## src/rtl/uart_tx_pkg.sv

```systemverilog
// Shared types and line-select codes for the UART transmit controller.
// The select codes must agree with the output mux in the Tx datapath.
package uart_tx_pkg;

    typedef enum logic [2:0] {
        IDLE   = 3'd0,
        START  = 3'd1,
        DATA   = 3'd2,
        PARITY = 3'd3,
        STOP   = 3'd4
    } tx_state_t;

    localparam logic [1:0] SEL_START  = 2'd0;
    localparam logic [1:0] SEL_IDLE   = 2'd1;
    localparam logic [1:0] SEL_DATA   = 2'd2;
    localparam logic [1:0] SEL_PARITY = 2'd3;

endpackage

```

## src/rtl/uart_tx_ctrl_if.sv

```systemverilog
// Host handshake plus datapath control lines of the UART transmit controller.
// slave = the controller; master = host/datapath side driving it.
interface uart_tx_ctrl_if;
    logic       tx_start;
    logic       parity_en;
    logic       two_stop;
    logic       count_eq_size;
    logic       reg_en;
    logic       reset_reg;
    logic       reset_count;
    logic       count_en;
    logic [1:0] mux2_sl;
    logic       tx_busy;
    logic       tx_done;

    modport master (
        output tx_start, parity_en, two_stop, count_eq_size,
        input  reg_en, reset_reg, reset_count, count_en, mux2_sl, tx_busy, tx_done
    );

    modport slave (
        input  tx_start, parity_en, two_stop, count_eq_size,
        output reg_en, reset_reg, reset_count, count_en, mux2_sl, tx_busy, tx_done
    );
endinterface

```

## src/rtl/uart_bit_timer.sv

```systemverilog
// Clocks-per-bit counter: wraps 0..CLKS_PER_BIT-1, tick on the last count.
// clear restarts the bit period so every state entry sees a full bit.
module uart_bit_timer #(
    parameter int CLKS_PER_BIT = 16
) (
    input  logic clk,
    input  logic resetn,
    input  logic clear,
    output logic bit_tick
);
    localparam int CW = (CLKS_PER_BIT > 2) ? $clog2(CLKS_PER_BIT) : 1;
    localparam logic [CW-1:0] LAST = CW'(CLKS_PER_BIT - 1);

    logic [CW-1:0] cnt_q;
    logic [CW-1:0] cnt_d;

    always_comb begin
        cnt_d = cnt_q + 1'b1;
        if (clear || (cnt_q == LAST)) begin
            cnt_d = '0;
        end
    end

    always_ff @(posedge clk) begin
        if (!resetn) begin
            cnt_q <= '0;
        end else begin
            cnt_q <= cnt_d;
        end
    end

    assign bit_tick = (cnt_q == LAST);
endmodule

```

## src/rtl/uart_tx_ctrl.sv

```systemverilog
// Frame sequencer for the UART transmit datapath: start, data LSB-first,
// optional parity, one or two stop bits, with start/busy/done handshake.
module uart_tx_ctrl
    import uart_tx_pkg::*;
#(
    parameter int N_DATA       = 8,
    parameter int CLKS_PER_BIT = 16
) (
    input  logic          clk,
    input  logic          resetn,
    uart_tx_ctrl_if.slave bus
);
    if (CLKS_PER_BIT < 2) begin : g_chk_cpb
        $error("uart_tx_ctrl: CLKS_PER_BIT must be at least 2");
    end
    if (N_DATA < 1) begin : g_chk_ndata
        $error("uart_tx_ctrl: N_DATA must be at least 1");
    end

    tx_state_t state_q, state_d;
    logic      parity_en_q, parity_en_d;
    logic      two_stop_q, two_stop_d;
    logic      stop_idx_q, stop_idx_d;
    logic      bit_tick;
    logic      timer_clear;

    logic       reg_en_o;
    logic       reset_reg_o;
    logic       reset_count_o;
    logic       count_en_o;
    logic [1:0] mux2_sl_o;
    logic       tx_busy_o;
    logic       tx_done_o;

    always_ff @(posedge clk) begin
        if (!resetn) begin
            state_q     <= IDLE;
            parity_en_q <= 1'b0;
            two_stop_q  <= 1'b0;
            stop_idx_q  <= 1'b0;
        end else begin
            state_q     <= state_d;
            parity_en_q <= parity_en_d;
            two_stop_q  <= two_stop_d;
            stop_idx_q  <= stop_idx_d;
        end
    end

    always_comb begin
        state_d       = state_q;
        parity_en_d   = parity_en_q;
        two_stop_d    = two_stop_q;
        stop_idx_d    = stop_idx_q;
        reg_en_o      = 1'b0;
        reset_reg_o   = 1'b1;
        reset_count_o = 1'b1;
        count_en_o    = 1'b0;
        mux2_sl_o     = SEL_IDLE;
        tx_busy_o     = 1'b1;
        tx_done_o     = 1'b0;

        case (state_q)
            IDLE: begin
                reset_count_o = 1'b0;
                tx_busy_o     = 1'b0;
                stop_idx_d    = 1'b0;
                if (bus.tx_start) begin
                    // Load the data register and latch the frame format together.
                    reg_en_o    = 1'b1;
                    parity_en_d = bus.parity_en;
                    two_stop_d  = bus.two_stop;
                    state_d     = START;
                end else begin
                    reset_reg_o = 1'b0;
                end
            end
            START: begin
                mux2_sl_o     = SEL_START;
                reset_count_o = 1'b0;
                if (bit_tick) begin
                    state_d = DATA;
                end
            end
            DATA: begin
                mux2_sl_o = SEL_DATA;
                if (bit_tick) begin
                    if (!bus.count_eq_size) begin
                        count_en_o = 1'b1;
                    end else begin
                        state_d = parity_en_q ? PARITY : STOP;
                    end
                end
            end
            PARITY: begin
                mux2_sl_o = SEL_PARITY;
                if (bit_tick) begin
                    state_d = STOP;
                end
            end
            STOP: begin
                if (bit_tick) begin
                    if (stop_idx_q < two_stop_q) begin
                        stop_idx_d = 1'b1;
                    end else begin
                        tx_done_o = 1'b1;
                        state_d   = IDLE;
                    end
                end
            end
            default: begin
                state_d       = IDLE;
                reset_reg_o   = 1'b0;
                reset_count_o = 1'b0;
                tx_busy_o     = 1'b0;
            end
        endcase
    end

    // Holding the timer clear through IDLE guarantees START gets a full bit.
    assign timer_clear = (state_q == IDLE) || (state_d != state_q);

    uart_bit_timer #(
        .CLKS_PER_BIT(CLKS_PER_BIT)
    ) u_bit_timer (
        .clk     (clk),
        .resetn  (resetn),
        .clear   (timer_clear),
        .bit_tick(bit_tick)
    );

    assign bus.reg_en      = reg_en_o;
    assign bus.reset_reg   = reset_reg_o;
    assign bus.reset_count = reset_count_o;
    assign bus.count_en    = count_en_o;
    assign bus.mux2_sl     = mux2_sl_o;
    assign bus.tx_busy     = tx_busy_o;
    assign bus.tx_done     = tx_done_o;
endmodule

```

## src/flat_wrapper.sv

```systemverilog
// flat-port wrapper written by rule: the top's interface ports become plain ports
module uart_tx_ctrl_flat import uart_tx_pkg::*;
#(
    parameter int N_DATA       = 8,
    parameter int CLKS_PER_BIT = 16
)
  (clk, resetn, bus_tx_start, bus_parity_en, bus_two_stop, bus_count_eq_size, bus_reg_en, bus_reset_reg, bus_reset_count, bus_count_en, bus_mux2_sl, bus_tx_busy, bus_tx_done);
  uart_tx_ctrl_if bus_i ();
  input  logic clk;
  input  logic resetn;
  input wire logic [$bits(bus_i.tx_start)-1:0] bus_tx_start;
  input wire logic [$bits(bus_i.parity_en)-1:0] bus_parity_en;
  input wire logic [$bits(bus_i.two_stop)-1:0] bus_two_stop;
  input wire logic [$bits(bus_i.count_eq_size)-1:0] bus_count_eq_size;
  output wire logic [$bits(bus_i.reg_en)-1:0] bus_reg_en;
  output wire logic [$bits(bus_i.reset_reg)-1:0] bus_reset_reg;
  output wire logic [$bits(bus_i.reset_count)-1:0] bus_reset_count;
  output wire logic [$bits(bus_i.count_en)-1:0] bus_count_en;
  output wire logic [$bits(bus_i.mux2_sl)-1:0] bus_mux2_sl;
  output wire logic [$bits(bus_i.tx_busy)-1:0] bus_tx_busy;
  output wire logic [$bits(bus_i.tx_done)-1:0] bus_tx_done;
  assign bus_i.tx_start = bus_tx_start;
  assign bus_i.parity_en = bus_parity_en;
  assign bus_i.two_stop = bus_two_stop;
  assign bus_i.count_eq_size = bus_count_eq_size;
  assign bus_reg_en = bus_i.reg_en;
  assign bus_reset_reg = bus_i.reset_reg;
  assign bus_reset_count = bus_i.reset_count;
  assign bus_count_en = bus_i.count_en;
  assign bus_mux2_sl = bus_i.mux2_sl;
  assign bus_tx_busy = bus_i.tx_busy;
  assign bus_tx_done = bus_i.tx_done;
  uart_tx_ctrl #(.N_DATA(N_DATA), .CLKS_PER_BIT(CLKS_PER_BIT)) u_core (.clk(clk), .resetn(resetn), .bus(bus_i));
endmodule
```

## config.mk

```make
export PLATFORM = sky130hd
export DESIGN_NAME = uart_tx_ctrl_flat
export DESIGN_NICKNAME = d
export VERILOG_FILES = /design/src/rtl/uart_tx_pkg.sv /design/src/rtl/uart_tx_ctrl_if.sv /design/src/rtl/uart_bit_timer.sv /design/src/rtl/uart_tx_ctrl.sv /design/src/flat_wrapper.sv
export SDC_FILE = /design/constraint.sdc
export NUM_CORES = 1
export LEC_CHECK = 0
export BUFFER_PORTS_ARGS = -buffer_cell sky130_fd_sc_hd__buf_2
export CAP_MARGIN = 25
export CORE_MARGIN = 1
export CORE_UTILIZATION = 30
export CTS_BUF_LIST = sky130_fd_sc_hd__clkbuf_2 sky130_fd_sc_hd__clkbuf_4 sky130_fd_sc_hd__clkbuf_8
export DETAILED_ROUTE_END_ITERATION = 8
export PLACE_DENSITY = 0.51
export SYNTH_ARGS = -nofsm -noshare
export SYNTH_HDL_FRONTEND = slang
export SYNTH_SLANG_ARGS = --single-unit
```

## constraint.sdc

```tcl
create_clock -name clk -period 2.56 [get_ports clk]
set_clock_uncertainty 0.15 [all_clocks]
set_input_delay 0 -clock clk [delete_from_list [all_inputs] [get_ports clk]]
set_output_delay 0 -clock clk [all_outputs]
set_load 0.005 [all_outputs]
```

# Word level (Yosys, flattened, before mapping)
# Cells that the tools add are included.
[op_classes]
n_reduce_logical = 9
shifts = 0
mux = 24
n_eq_ne = 8
bitwise = 1
div_mod_pow = 0
magnitude_cmp = 1
addsub = 1
n_mul = 0
[ops]
columns = ["operator", "n"]
rows = [
  ["2-to-1 mux 3 bit", 8],
  ["case mux 3 bit (5 select lines)", 1],
  ["2-to-1 mux 1 bit", 12],
  ["== test 3 x 2 -> 1 bit (second input constant)", 2],
  ["case mux 2 bit (3 select lines)", 1],
  ["adder 4 x 1 -> 4 bit (second input constant)", 1],
  ["== test 4 bit (second input constant)", 1],
  ["inequality test 2 x 1 -> 1 bit (second input constant)", 2],
  ["case mux 1 bit (2 select lines)", 2],
  ["OR reduction 4 bit", 1],
  ["== test 3 x 1 -> 1 bit (second input constant)", 1],
  ["== test 3 bit (second input constant)", 1],
  ["logical NOT 3 bit", 1],
  ["inequality test 3 bit", 1],
  ["AND reduction 3 bit", 1],
  ["OR reduction 3 bit", 1],
  ["logical OR 1 bit", 2],
  ["AND reduction 2 bit", 1],
  ["nonzero test 2 bit", 1],
  ["OR reduction 2 bit", 1],
  ["less-than comparator 1 bit", 1],
  ["inverter 1 bit", 1],
]
[word_totals]
out_inout_bits = 8
latchBits = 0
memories = 0
register_bits = 10
rom_bits = 0
elab_cells = 49
ramBits = 0
in_bits = 6

# Longest topological paths before layout
# Gate-level depths: netlist of run 1.
[depth]
ltp_word = 8
ltp_mapped = 5
depth_no_buf = 4

# Modules after synthesis
# Synthesis of run 1 repeated with hierarchy kept, for this count alone.
[unflattened]
hier_cells = 64
area_unflattened_um2 = 584.3
[modules_own_cells]
columns = ["mod", "seq_area_each_um2", "area_each_um2", "instances", "cells_each"]
rows = [
  ["uart_tx_ctrl", 120.1, 421.7, 1, 49],
  ["uart_bit_timer", 80.1, 162.7, 1, 15],
]

# Least setup slack after synthesis of run 1
# OpenSTA, ideal clock, no wires.
[synth_path]
path_kind = "flip-flop to flip-flop"
start = "register u_core.state_q[2]"
end = "register u_core.parity_en_q"
path_buffers = 1
period_less_slack_ns = 1.338
t_required_ns = 2.294
arrival_time_ns = 1.072
setup_time_ns = 0.116
slack_ns = 1.222
path_stages_with_launch = 5
cell_sequence = "dfxtp_1 -> buf_6 -> nor4b_4 -> mux2i_1 -> nor2b_1"
[synth_between]
elab_chain_len = 2
[synth_lines]
columns = ["item", "line", "rtl"]
rows = [
  ["start, declared", "uart_tx_ctrl.sv:20", "tx_state_t state_q, state_d;"],
  ["start signal, assigned", "uart_tx_ctrl.sv:42", "state_q <= state_d;"],
  ["logical NOT 3 bit", "uart_tx_ctrl.sv:62", "case (state_q)"],
  ["AND reduction 2 bit (no line)", "n/a", ""],
  ["end signal, assigned", "uart_tx_ctrl.sv:43", "parity_en_q <= parity_en_d;"],
  ["end, declared", "uart_tx_ctrl.sv:21", "logic parity_en_q, parity_en_d;"],
]
# No other way between the ends.
# A chain may end at the register's enable or synchronous reset.

# Final worst setup path of run 1
[layout_path]
start = "register u_core.state_q[2]"
end = "register u_core.two_stop_q"
[layout_between]
elab_chain_len = 2
[layout_lines]
columns = ["item", "line", "rtl"]
rows = [
  ["logical NOT 3 bit", "uart_tx_ctrl.sv:62", ""],
  ["AND reduction 2 bit (no line)", "n/a", ""],
  ["end signal, assigned", "uart_tx_ctrl.sv:44", "two_stop_q <= two_stop_d;"],
  ["end, declared", "uart_tx_ctrl.sv:22", "logic two_stop_q, two_stop_d;"],
]
# No other way between the ends.

==> results of run 1 <==
## routing by layer
metal  vias to the layer above  track usage  part of all wire
li1                        240            -                 -
met1                       196       0.1847              0.52
met2                        24       0.1353              0.36
met3                         3      0.04490             0.097
met4                         0      0.09091             0.023
met5                         -            0                 0
## placed cells by master (no fill, tap or decap), types with 2 or more instances in the layout
master and instances:
nor4_1 2, mux2i_1 2, buf_2 13, dfxtp_1 10
xor2_1 2, nand2b_1 2, dlygate4sd3_1 5, and4_1 2
clkbuf_4 3, nor2b_1 4, nand2_1 3, and3_1 2
nand3_1 3, inv_1 2, nor4b_1 2
## power groups by stage
| stage | clock (W) | sequential, W | combinational [W] |
|---|---|---|---|
| 2_1_floorplan | 0 | 0.000168 | 0.0000396 |
| 3_3_place_gp | 0 | 0.000173 | 0.0000469 |
| 3_5_place_dp | 0 | 0.000173 | 0.0000465 |
| 4_1_cts | 0.000148 | 0.000169 | 0.0000528 |
| 5_1_grt | 0.000154 | 0.000170 | 0.0000578 |
| 6_report | 0.000144 | 0.000169 | 0.0000521 |
## critical path, delay by kind of cell, from the launching register on
family	cells	cell delay [ps]
buffers and inverters	1	550
flip-flops	1	420
AND/OR/NAND/NOR	2	490
multiplexers	1	220
## cells by family (layout without fill, tap and decap cells)
kind of cell	after synthesis	in the layout	synth area share
simple gates	26	26	0.3287
xor+xnor	4	4	0.07818
compound gates	7	7	0.09655
flops	10	10	0.3678
fa+ha+maj	1	1	0.02298
mux	2	2	0.03678
buf+inv	5	24	0.06895
## synthesized netlist by cell type, types with 2 or more instances
master / count / share of area
and3_1: 2 / 0.023
and4_1: 2 / 0.032
dfxtp_1: 10 / 0.37
inv_1: 2 / 0.014
mux2i_1: 2 / 0.037
nand2_1: 3 / 0.021
nand2b_1: 2 / 0.023
nand3_1: 3 / 0.028
nor2b_1: 4 / 0.046
nor4_1: 2 / 0.023
nor4b_1: 2 / 0.032
xor2_1: 2 / 0.032
## registers in the layout (all words and copies together) (netlist names)
signal,flops
u_core.parity_en_q,1
u_core.state_q,3
u_core.stop_idx_q,1
u_core.two_stop_q,1
u_core.u_bit_timer.cnt_q,4
## timing repair
item,in CTS,in global routing
endpoints found under the hold margin,9,0
gates resized for setup,0,0
setup buffers,0,0
hold buffers,5,0
## worst min path at each step
stage                                  from                           end  slack (ps)  cells after the start
after detailed placement  bus_count_eq_size                  bus_count_en         110                      3
after floorplan           bus_count_eq_size                  bus_count_en        -110                      1
after global placement    bus_count_eq_size                  bus_count_en         100                      3
after CTS                 bus_count_eq_size  u_core.state_q[2]$_SDFF_PN0_         100                      4
after global routing      bus_count_eq_size  u_core.state_q[0]$_SDFF_PN0_         120                      4
final                     bus_count_eq_size  u_core.state_q[0]$_SDFF_PN0_         110                      4
## cell type report
type | count | area (µm²) | area share
multi-input combinational | 40 | 306.5 | 0.4399
sequential | 10 | 200.2 | 0.2873
timing repair buffer | 18 | 115.1 | 0.1652
clock buffer | 4 | 36.28 | 0.05206
tap | 25 | 31.28 | 0.04488
inverter | 2 | 7.507 | 0.01077
## metrics by stage
| step | hold slack, ps | area, µm² | power (W) |
|---|---|---|---|
| 2_1_floorplan | -114.7 | 544.3 | 0.0002074 |
| 3_3_place_gp | 103.3 | 610.6 | 0.0002198 |
| 3_5_place_dp | 113.4 | 610.6 | 0.0002190 |
| 4_1_cts | 98.25 | 696.9 | 0.0003695 |
| 5_1_grt | 115.2 | 696.9 | 0.0003821 |
| 6_report | 108.4 | 696.9 | 0.0003656 |
==> impl_metrics.tcl, run 1 <==
set metrics [dict create \
    portBuffers 13 \
    maxCapViolCount 0 \
    start_util 0.3187 \
    crit_fanout 9 \
    outcome "finished, final reports clean" \
    detailed_place_hpwl_um 799.5 \
    worst_slew_pin_slew_ps 382.7 \
    crit_arrival_ps 1960 \
    synthFlopType "dfxtp_1" \
    place_ws_ps 1073 \
    timing.rr.end "u_core.two_stop_q$_SDFFE_PN0P_" \
    syn_area_um2 544.3 \
    diodes 0 \
    min_period_ps 1955 \
    grt_pass1_wl_mm 1.704 \
    clock.fmax_mhz 511.6 \
    core.rowCount 15 \
    nets 82 \
    synth.distinct_cells 31 \
    power.switching_w 0.00008787 \
    r2r_cells 4 \
    clkPwrFrac 0.395 \
    yosysSeqAreaShare 0.3678 \
    worstPathRequired_ps 2570 \
    dp.cells 90 \
    clock_sinks 10 \
    grt-ovfl-total 0 \
    numCtsBuffers 3 \
    startpoint "u_core.state_q[2]$_SDFF_PN0_" \
    fp.dieW_um 44.60 \
    clkTransAtPathRegs_ps 70 \
    synth_edf_count 0 \
    slowest_delay_ps 550 \
    h-tree-depth 1 \
    leakage_nw 0.3241 \
    n_fill_cell 187 \
    insertion_delay_ps 270 \
    crit_path_end_kind "flop" \
    drt_wl_total_mm 1.085 \
    boundaryPins 14 \
    utilization 0.4081 \
    critPathLaunchType "flop" \
    antenna_found_initial 0 \
    synthesis.nets 62 \
    dr.pass1.iters 4 \
    crit_slowest_cell "dlygate4sd3_1" \
    grt_pass1_vias 374 \
    ir_drop_mv 0.2231 \
    slew_viol_final 0 \
    grt_max_degree 15 \
    yosys_register_bits 10 \
    viasPerCell 4.677 \
    cp_cell_sequence "nor4b_4, mux2i_1, nor2b_1, dlygate4sd3_1" \
    fin_tns_setup_ps 0 \
    clockBufferDepth 2 \
    cts_root_buf "clkbuf_4" \
    pwr-share-comb 0.142 \
    pwr-share-seq 0.463 \
    swShare 0.2403 \
    crit_end "u_core.two_stop_q$_SDFFE_PN0P_" \
    fp.dieH_um 44.60 \
    routabilityCongestion 0.7378 \
    die_area_um2 1989 \
    worstReg2RegStart "u_core.state_q[2]$_SDFF_PN0_" \
    maxSlewHeadroom 0.7445 \
    fin_ws_ps 605.3 \
    drcViolationCount 0 \
    fin_crit_sh 0.7635 \
    ant_nets 0 \
    first_iter_violations 9 \
    async_flop_share 0 \
    grt_usage 0.1234 \
    cts_tree "yes" \
    via_count 463 \
    drive_gt1_frac 0.2838 \
    worstHoldPathType "primary input to flop" \
    fin_cells 99 \
    rrSetupSlack_ps 610 \
    finalHoldViolCount 0 \
    area_growth_pct 28.05 \
    yosys_warnings 0 \
    avgRoutedWirePerCell_um 10.96 \
    syn_area_per_cell_um2 9.896 \
    worstSetupPathType "flop to flop" \
    rsz0062_at_grt "false" \
    finalSetupViolations 0 \
    syn_inst 55 \
    coreArea_um2 1708 \
    p_int_w 0.0002778 \
    power.density_nw_per_um2 524.7 \
]
(Power assumes the default switching activity.)
==> run 2, diff against run 1 <==
==> constraint.sdc (replaced) <==
create_clock -name clk -period 1.95 [get_ports clk]
set_clock_uncertainty 0.15 [all_clocks]
set_input_delay 0 -clock clk [delete_from_list [all_inputs] [get_ports clk]]
set_output_delay 0 -clock clk [all_outputs]
set_load 0.005 [all_outputs]
==> run 2 against run 1 <==
Compared with the run above:
- sequential power is 31% higher
- die area stayed put
- wire length is 1.0% lower
- critical path type is now flop to primary output
- critical path depth did not move
- sequential share of layout area grew 0.85 points
==> impl_metrics.tcl, run 2 (synthesis gave the netlist of run 1 again) <==
set metrics [dict create \
    post_cts_resized 0 \
    maxCapViolCount 0 \
    worstHoldPathType "primary input to flop" \
    grt-ovfl-total 0 \
    worstSetupPathType "flop to primary output" \
    crit_fanout 8 \
    detailed_place_hpwl_um 799.5 \
    clock.fmax_mhz 609.9 \
    core.rowCount 15 \
    worst_slew_pin_slew_ps 382.7 \
    viasPerCell 4.711 \
    grt_pass1_wl_mm 1.704 \
    numCtsBuffers 3 \
    first_iter_violations 9 \
    power.switching_w 0.0001147 \
    clockBufferDepth 2 \
    antenna_found_initial 0 \
    pwr-share-comb 0.136 \
    die_area_um2 1989 \
    leakage_nw 0.3116 \
    fp.dieW_um 44.60 \
    worstPathRequired_ps 1800 \
    start_util 0.3187 \
    crit_arrival_ps 1490 \
    diodes 0 \
    boundaryPins 14 \
    rsz0062_at_grt "false" \
    cts_tree "yes" \
    h-tree-depth 1 \
    largestRegisters "u_core.u_bit_timer.cnt_q (4), u_core.state_q (3)" \
    fin_crit_sh 0.8408 \
    grt_pass1_vias 374 \
    final_cell_mix "13 x buf_2, 10 x dfxtp_1, 4 x nor2b_1" \
    clock_sinks 10 \
    drcViolationCount 0 \
    swShare 0.2409 \
    avgRoutedWirePerCell_um 11.07 \
    coreArea_um2 1708 \
    drive_gt1_frac 0.2917 \
    clkTransAtPathRegs_ps 60 \
    area_growth_pct 24.37 \
    outcome "finished, final reports clean" \
    fin_tns_setup_ps 0 \
    drt_wl_total_mm 1.074 \
    fin_hold_ws_ps 51.38 \
    multi_input_area_um2 306.5 \
    p_int_w 0.0003613 \
    ir_drop_mv 0.2800 \
    pwr-share-seq 0.467 \
    slew_viol_final 0 \
    via_count 457 \
    final_common_cell "buf_2" \
    nets 80 \
    critPathLaunchType "flop" \
    fp.dieH_um 44.60 \
    power.density_nw_per_um2 703.2 \
    cts_root_buf "clkbuf_4" \
    insertion_delay_ps 270 \
    clkPwrFrac 0.398 \
    maxSlewHeadroom 0.7445 \
    finalSetupViolations 0 \
    grt_max_degree 15 \
    portBuffers 13 \
    regMostFlops "u_core.u_bit_timer.cnt_q" \
    ant_nets 0 \
    crit_path_end_kind "primary output" \
    n_fill_cell 186 \
    min_period_ps 1639 \
    routabilityCongestion 0.7377 \
    dr.pass1.iters 4 \
    finalHoldViolCount 0 \
    seq_area_um2 200.2 \
    largest_register_ffs 4 \
    grt_usage 0.1234 \
]
## run 2: changes by cell type in the layout (fill, tap and decap cells not counted)
cell / previous run / this run
dlygate4sd3_1: 5 / 3
## run 2: worst max-delay path, stage by stage, from the launching register on
cell,delay [ps]
dfxtp_1,530
nor2_2,130
xnor2_2,200
or2_1,240
buf_2,120
## run 2: power by group through the flow
| stage | clock [W] | sequential, W | combinational [W] |
|---|---|---|---|
| global placement | 0 | 0.000227 | 0.0000616 |
| detailed placement | 0 | 0.000226 | 0.0000610 |
| global route | 0.000203 | 0.000223 | 0.0000720 |
| finish | 0.000189 | 0.000222 | 0.0000645 |
| CTS | 0.000194 | 0.000222 | 0.0000655 |
| floorplan | 0 | 0.000220 | 0.0000520 |
## run 2: metal layers
metal | wire, µm | track usage | part of all wire | up-vias
li1 | - | - | - | 236
met1 | 560 | 0.1847 | 0.52 | 194
met2 | 382 | 0.1353 | 0.36 | 24
met3 | 105 | 0.04490 | 0.098 | 3
met4 | 25 | 0.09091 | 0.023 | 0
met5 | 0 | 0 | 0 | -
## run 2: layout make-up
type / instances / area share
clock buffers: 4 / 0.05360
well taps: 25 / 0.04621
flip-flops and latches: 10 / 0.2957
inverters: 2 / 0.01109
repair buffers: 16 / 0.1405
multi-input cells: 40 / 0.4529
## run 2: per-stage QoR
| step | total power (W) | area (µm²) | cells | setup slack, ps | utilization |
|---|---|---|---|---|---|
| after floorplan | 0.0002723 | 544.3 | 55 | 612.0 | - |
| after global placement | 0.0002885 | 610.6 | 90 | 458.0 | 0.3575 |
| after detailed placement | 0.0002875 | 610.6 | 90 | 463.5 | 0.3575 |
| after CTS | 0.0004813 | 676.9 | 97 | 301.2 | 0.3963 |
| after global routing | 0.0004977 | 676.9 | 97 | 236.0 | 0.3963 |
| final | 0.0004760 | 676.9 | 97 | 310.5 | 0.3963 |
## run 2: timing repair
action / in CTS / in global routing
buffers inserted: 0 / 0
hold buffers: 3 / 0
hold endpoints to repair: 9 / 0
## run 2: path summary, 6_finish.rpt
kind | from | endpoint | slack (ps) | depth (start not counted)
worst min register to register | u_core.stop_idx_q$_SDFFE_PN0P_ | u_core.stop_idx_q$_SDFFE_PN0P_ | 340 | 2
worst max-delay path | u_core.state_q[0]$_SDFF_PN0_ | bus_reset_reg | 310 | 4
worst min-delay path | bus_tx_start | u_core.parity_en_q$_SDFFE_PN0P_ | 50 | 4
worst max register to register | u_core.u_bit_timer.cnt_q[0]$_SDFF_PP0_ | u_core.state_q[1]$_SDFF_PN0_ | 450 | 4
